==> config.mk <==
export PLATFORM = sky130hd
export DESIGN_NAME = sm4_word_loader
export DESIGN_NICKNAME = d
export VERILOG_FILES = /design/src/rtl/sm4_word_loader.sv
export SDC_FILE = /design/constraint.sdc
export NUM_CORES = 1
export LEC_CHECK = 0
export BUFFER_PORTS_ARGS = -buffer_cell sky130_fd_sc_hd__buf_2
export CORE_ASPECT_RATIO = 0.6
export CORE_UTILIZATION = 30
export CTS_BUF_LIST = sky130_fd_sc_hd__clkbuf_4
export DETAILED_ROUTE_END_ITERATION = 10
export PLACE_DENSITY = 0.62
export SYNTH_ARGS = -nofsm -noshare
export SYNTH_HDL_FRONTEND = slang
export SYNTH_SLANG_ARGS = --single-unit
==> constraint.sdc <==
create_clock -name clk_i -period 27.6 [get_ports clk_i]
set_clock_uncertainty 0.1 [all_clocks]
set_input_delay 5.52 -clock clk_i [delete_from_list [all_inputs] [get_ports clk_i]]
set_output_delay 5.52 -clock clk_i [all_outputs]
set_load 0.01 [all_outputs]
==> src/rtl/sm4_word_loader.sv <==
// sm4_word_loader
//   Collects a 32-bit word stream into the 128-bit key and content registers
//   feeding an SM4 encryptor. A transaction is either 4 key words followed by
//   4 content words (new_key_i=1 on the first word) or 4 content words that
//   reuse the stored key. The assembled block is then offered with v_o until
//   the encryptor takes it (ready_i). A free-running Galois LFSR supplies the
//   encryptor's random mask.
//
// Ports
//   clk_i, reset_i            clock, asynchronous active-high reset
//   word_i, word_v_i          stream word and valid; first word is bits [127:96]
//   word_ready_o              word accepted this cycle when high
//   new_key_i, decode_i,
//   protect_i                 transaction controls, sampled with the first word
//   key_o, content_o          assembled key / content
//   decode_o, protect_o       latched controls for the encryptor
//   random_o                  current LFSR state
//   v_o, ready_i              issue handshake towards the encryptor
//   err_o                     one-cycle pulse: content-only request, no key held
module sm4_word_loader #(
  parameter logic [31:0] seed_p = 32'hACE1_2468
) (
  input  logic         clk_i,
  input  logic         reset_i,
  input  logic [31:0]  word_i,
  input  logic         word_v_i,
  output logic         word_ready_o,
  input  logic         new_key_i,
  input  logic         decode_i,
  input  logic         protect_i,
  output logic [127:0] key_o,
  output logic [127:0] content_o,
  output logic         decode_o,
  output logic         protect_o,
  output logic [31:0]  random_o,
  output logic         v_o,
  input  logic         ready_i,
  output logic         err_o
);

  typedef enum logic [1:0] {
    ST_IDLE  = 2'd0,
    ST_KEY   = 2'd1,
    ST_DATA  = 2'd2,
    ST_ISSUE = 2'd3
  } state_t;

  // Feedback mask for x^32+x^22+x^2+x+1 in right-shifting Galois form.
  localparam logic [31:0] LFSR_TAPS = 32'h8020_0003;

  state_t        state_r;
  logic [1:0]    cnt_r;
  logic          key_valid_r;
  logic [127:0]  key_r;
  logic [127:0]  content_r;
  logic          decode_r;
  logic          protect_r;
  logic          v_r;
  logic          err_r;
  logic [31:0]   lfsr_r;
  logic          word_ready_s;
  logic          transfer_s;

  // One Galois step: shift right, fold the tap mask in when a one falls out.
  function automatic logic [31:0] lfsr_step(input logic [31:0] s);
    logic [31:0] n;
    n = {1'b0, s[31:1]};
    if (s[0]) begin
      n = n ^ LFSR_TAPS;
    end else begin
      n = n;
    end
    return n;
  endfunction

  // Replace word idx of a 128-bit block; index 0 is the most significant word.
  function automatic logic [127:0] put_word(input logic [127:0] vec,
                                            input logic [1:0]   idx,
                                            input logic [31:0]  w);
    logic [127:0] r;
    r = vec;
    case (idx)
      2'd0:    r[127:96] = w;
      2'd1:    r[95:64]  = w;
      2'd2:    r[63:32]  = w;
      2'd3:    r[31:0]   = w;
      default: r = vec;
    endcase
    return r;
  endfunction

  // Words are accepted in every state except ISSUE, and never during reset.
  always_comb begin
    word_ready_s = (state_r != ST_ISSUE) && !reset_i;
    transfer_s   = word_v_i && word_ready_s;
  end

  // Transaction sequencer: assembles key/content words and runs the issue handshake.
  always_ff @(posedge clk_i or posedge reset_i) begin
    if (reset_i) begin
      state_r     <= ST_IDLE;
      cnt_r       <= 2'd0;
      key_valid_r <= 1'b0;
      key_r       <= 128'd0;
      content_r   <= 128'd0;
      decode_r    <= 1'b0;
      protect_r   <= 1'b0;
      v_r         <= 1'b0;
      err_r       <= 1'b0;
    end else begin
      err_r <= 1'b0;
      case (state_r)
        ST_IDLE: begin
          if (transfer_s) begin
            if (new_key_i) begin
              // Loading a new key invalidates the old one until all 4 words land.
              key_r       <= put_word(key_r, 2'd0, word_i);
              decode_r    <= decode_i;
              protect_r   <= protect_i;
              key_valid_r <= 1'b0;
              cnt_r       <= 2'd1;
              state_r     <= ST_KEY;
            end else if (key_valid_r) begin
              content_r <= put_word(content_r, 2'd0, word_i);
              decode_r  <= decode_i;
              protect_r <= protect_i;
              cnt_r     <= 2'd1;
              state_r   <= ST_DATA;
            end else begin
              // No key to reuse: drop the word and flag it.
              err_r <= 1'b1;
            end
          end else begin
            state_r <= ST_IDLE;
          end
        end
        ST_KEY: begin
          if (transfer_s) begin
            key_r <= put_word(key_r, cnt_r, word_i);
            cnt_r <= cnt_r + 2'd1;
            if (cnt_r == 2'd3) begin
              key_valid_r <= 1'b1;
              state_r     <= ST_DATA;
            end else begin
              state_r <= ST_KEY;
            end
          end else begin
            state_r <= ST_KEY;
          end
        end
        ST_DATA: begin
          if (transfer_s) begin
            content_r <= put_word(content_r, cnt_r, word_i);
            cnt_r     <= cnt_r + 2'd1;
            if (cnt_r == 2'd3) begin
              v_r     <= 1'b1;
              state_r <= ST_ISSUE;
            end else begin
              state_r <= ST_DATA;
            end
          end else begin
            state_r <= ST_DATA;
          end
        end
        ST_ISSUE: begin
          if (ready_i) begin
            v_r     <= 1'b0;
            state_r <= ST_IDLE;
          end else begin
            state_r <= ST_ISSUE;
          end
        end
        default: begin
          v_r     <= 1'b0;
          cnt_r   <= 2'd0;
          state_r <= ST_IDLE;
        end
      endcase
    end
  end

  // Mask generator: free-running, advances every cycle.
  always_ff @(posedge clk_i or posedge reset_i) begin
    if (reset_i) begin
      lfsr_r <= seed_p;
    end else begin
      lfsr_r <= lfsr_step(lfsr_r);
    end
  end

  assign word_ready_o = word_ready_s;
  assign key_o        = key_r;
  assign content_o    = content_r;
  assign decode_o     = decode_r;
  assign protect_o    = protect_r;
  assign random_o     = lfsr_r;
  assign v_o          = v_r;
  assign err_o        = err_r;

endmodule

Yosys cells after proc, flatten, opt, wreduce, memory -nomap -nowiden
Index checks and enable logic that the tools add are counted.
- output and inout bits: 293
- flip-flop bits (word level): 297
- bits of input ports: 39
- word-level logic and storage cells: 105
- reductions and logical operators: 23
- equal/unequal tests: 21
- muxes and demuxes: 42
- $add $sub $neg: 1
- bitwise gates (word level): 2
- operators with widths (cell ; count):
    $mux 128 ; 6
    $pmux 128 s2 ; 2
    $mux 32 ; 5
    $reduce_and 4->1 ; 8
    $mux 2 ; 11
    $ne 2x2->1 const B ; 11
    $mux 1 ; 14
    $reduce_and 5->1 ; 2
    $reduce_bool 2->1 ; 5
    $eq 2x2->1 const B ; 4
    $pmux 2 s4 ; 1
    $reduce_and 6->1 ; 1
    $eq 2x1->1 const B ; 2
    $logic_not 2->1 ; 2
    $ne 2x1->1 const B ; 2
    $ne 4x4->1 const B ; 1
    $not 3->4 ; 1
    $pmux 1 s2 ; 2
    $pmux 2 s2 ; 1
    $ne 3x3->1 const B ; 1
    $reduce_and 3->1 ; 1
    $add 2x1->2 const B ; 1
    $logic_and 1x1->1 ; 2
    $reduce_or 2->1 ; 1
    2 further kinds ; 2

Depth between registers and ports, before layout
- word-level depth: 5
- gate-level depth with buffers: 6
- depth with buffers taken out: 5

Worst setup path after synthesis
OpenSTA, ideal clock, no wires.
- path type: input to output
- start point: in reset_i
- end point: out word_ready_o
- stages on the path: 1
- data required time: 21.980 ns
- buffers on the path: 0
- arrival: 5.677 ns
- slack: 16.303 ns
- cells stage by stage: nor2_1
- word-level cells in the longest chain between the ends: 2
- RTL lines (what ; RTL line ; source):
    from (decl) ; 24 ; input logic reset_i,
    $logic_not 1->1 (no line) ; n/a ;
    $logic_and 1x1->1 ; 94 ; word_ready_s = (state_r != ST_ISSUE) && !reset_i;
    to (decl) ; 27 ; output logic word_ready_o,
Every way passes these cells.

Worst setup path in the final report
Same ends and word-level chain as after synthesis.

==> results.json <==
{
  "dieWidth_um": 250,
  "n_antenna_cell": 0,
  "die-area_um2": 37600,
  "cp_cell_sequence": "buf_2 -> nor2_1 -> buf_2",
  "grt_pass1_wl_mm": 43.9,
  "cts_tree": "done",
  "dp_slack_ps": 16000,
  "p_leak_nw": 7.45,
  "synth_area_um2": 11000,
  "whs_endpoint": "random_o[22]",
  "critPathRequiredTime_ps": 21980,
  "dpl_cell_area_um2": 13200,
  "post-route-period-util": 0.420,
  "insertion_delay_ps": 710,
  "setup_viol": 0,
  "yosysTopAreaCell": "dfrtp_1",
  "critical_path_arrival_ps": 5980,
  "core_um2": 36300,
  "power_frac_seq": 0.432,
  "grt_antenna_before_repair": 0,
  "yosysSeqAreaShare": 0.674,
  "via_per_inst": 4.48,
  "syn_inst": 646,
  "synthFlopType": "dfrtp_1",
  "cp_num_cells": 3,
  "avgRoutedWirePerCell_um": 18.7,
  "root_buffer": "clkbuf_4",
  "cp_max_fo": 6,
  "gp_congestion": 0.739,
  "crit_family": "buffers and inverters",
  "post_cts_resized": 0,
  "crit_buf_inv": 2,
  "pwr-share-clk": 0.225,
  "hold_viol_final": 0,
  "hold_class": "register to register",
  "initial_utilization": 0.304,
  "clk_path_buf_depth": 3,
  "dr.first_iter.drc_count": 274,
  "r2r_slack_ps": 24250,
  "slowest_delay_ps": 170,
  "cts_buffers": 73,
  "swShare": 0.330,
  "post_cts_buffers": 0,
  "drc": 0,
  "r2r-start": "state_r[0]",
  "ir_drop_mv": 0.0486,
  "fmax_mhz": 86.2,
  "grt-ovfl-total": 0,
  "min_period_ps": 11600,
  "crit_path_top_delay_cell": "buf_2",
  "cts.clk_slew.worst_paths_ps": 70,
  "yosys_warnings": 0,
  "r2r_cells": 5,
  "grt_max_degree": 168,
  "synth-seq-cells": 297,
  "dp_hpwl_mm": 18.6,
  "synth_top_area_share": 0.643,
  "fin_setup_tns_ps": 0,
  "p_int_mw": 1.09,
  "drv_cap": 0,
  "fin_nets": 1079,
  "ys_types": 39,
  "powerDensity_nw_per_um2": 115,
  "rr_endpoint": "content_o[118]",
  "wirelength_mm": 29.1,
  "synth_common_cells": "284 x dfrtp_1, 241 x mux2_2, 17 x mux2_1",
  "maxSlewViolCount": 0,
  "crit_type": "input pin to output pin",
  "first_global_vias": 7175,
  "pin_count": 332,
  "std_cell_rows": 54,
  "p_switching_mw": 0.536,
  "grtUsageTotal": 0.155,
  "rsz0062_at_grt": "no",
  "io_buffers": 331,
  "hold_path_depth": 0,
  "yosysMostFrequentCell": "dfrtp_1",
  "synth_edf_count": 0,
  "drt_pass1_iterations": 5,
  "post_route_cells_drive_above_1_share": 0.665,
  "fillers": 3470,
  "holdBufCountCts": 0,
  "min_from": "random_o[23]",
  "power_frac_comb": 0.343,
  "outcome": "finished, final reports clean",
  "endpoint_kind": "output pin",
  "holdWs_ps": 262,
  "synthTopCellsByArea": "dfrtp_1 64%, mux2_2 25%, dfstp_2 3.1%",
  "tightest_slew_ps": 1140,
  "synth_async_sr_flop_share": 1.00,
  "chipHeight_um": 151,
  "layout_setup_ws_ps": 16000,
  "htree_num_levels": 3,
  "fin_area_um2": 14100,
  "ant_nets": 0,
  "slew_headroom": 0.240,
  "start_kind": "input pin",
  "vias": 6964,
  "syn_nets": 693,
  "clkSinkCount": 297,
  "syn_area_per_cell_um2": 17.1,
  "syn2layout_area_growth_pct": 27.7,
  "crit_top_cell": "buf_2"
}
-- worst register-to-register path: cells and delay by family, from the launching register on --
family	cells	cell delay, ps
and+or+nand+nor	1	590
DFF	1	410
adders and majority gates	1	320
muxes	1	400
AOI/OAI and AO/OA	1	860
buffers and inverters	1	530
-- routing by layer --
metal	GRT usage	part of all wire	up-vias
li1	-	-	3103
met1	0.214	0.48	3602
met2	0.227	0.44	218
met3	0.0513	0.063	41
met4	0.0488	0.013	0
met5	0	0	-
-- kinds of logic (layout without fill, tap and decap cells) --
group                    Yosys count  count (layout)  share of synthesized area
flip-flops                       297             297                      0.674
multiplexers                     260             260                      0.265
buffers and inverters             34             466                     0.0207
AND/OR/NAND/NOR                   26              26                     0.0155
AO/OA/AOI/OAI                     18              18                     0.0133
adder cells (fa/ha/maj)            8               8                    0.00906
XOR/XNOR                           3               3                    0.00238
-- cell type report --
type / count / area [um2] / share of cell area
multi-input combinational: 315 / 3390 / 0.240
tap: 476 / 596 / 0.0422
clock buffer: 107 / 803 / 0.0569
inverter: 6 / 30.0 / 0.00213
timing repair buffer: 339 / 1730 / 0.123
sequential: 297 / 7450 / 0.528
clock inverter: 14 / 110 / 0.00780
-- registers in the layout (all words and copies together), names as in the netlist --
signal       count
content_o      128
key_o          128
random_o        32
cnt_r            2
state_r          2
decode_o         1
err_o            1
key_valid_r      1
protect_o        1
v_o              1
-- worst max path at each step --
stage | start | to | slack, ps
floorplan | reset_i | cnt_r[0] | 13800
global placement | reset_i | word_ready_o | 15990
detailed placement | reset_i | word_ready_o | 16000
CTS | reset_i | word_ready_o | 16000
global route | reset_i | word_ready_o | 15950
finish | reset_i | word_ready_o | 16000
-- power groups by stage --
stage	sequential (mW)	combinational, mW	clock (mW)
after global placement	0.702	0.557	0
after floorplan	0.794	0.222	0
after detailed placement	0.710	0.565	0
after global routing	0.729	0.600	0.407
after CTS	0.704	0.566	0.385
final	0.702	0.557	0.366
-- per-stage QoR --
step,std cells,power [mW],utilization
finish,1554,1.62,0.389
global placement,1433,1.26,0.364
detailed placement,1433,1.27,0.364
global route,1554,1.74,0.389
CTS,1554,1.65,0.389
floorplan,646,1.02,-
-- layout by cell type, fill, tap and decap left out, types with 4 or more instances in the layout --
cell and n:
buf_2 331, dfrtp_1 284, mux2_2 241, clkbuf_4 107, mux2_1 17, dfstp_2 13
clkinv_1 9, ha_1 8, buf_4 7, inv_1 5, nand2_1 4, nor2_4 4
nor2_1 4
Note: power is estimated with default switching activity, not from simulation.
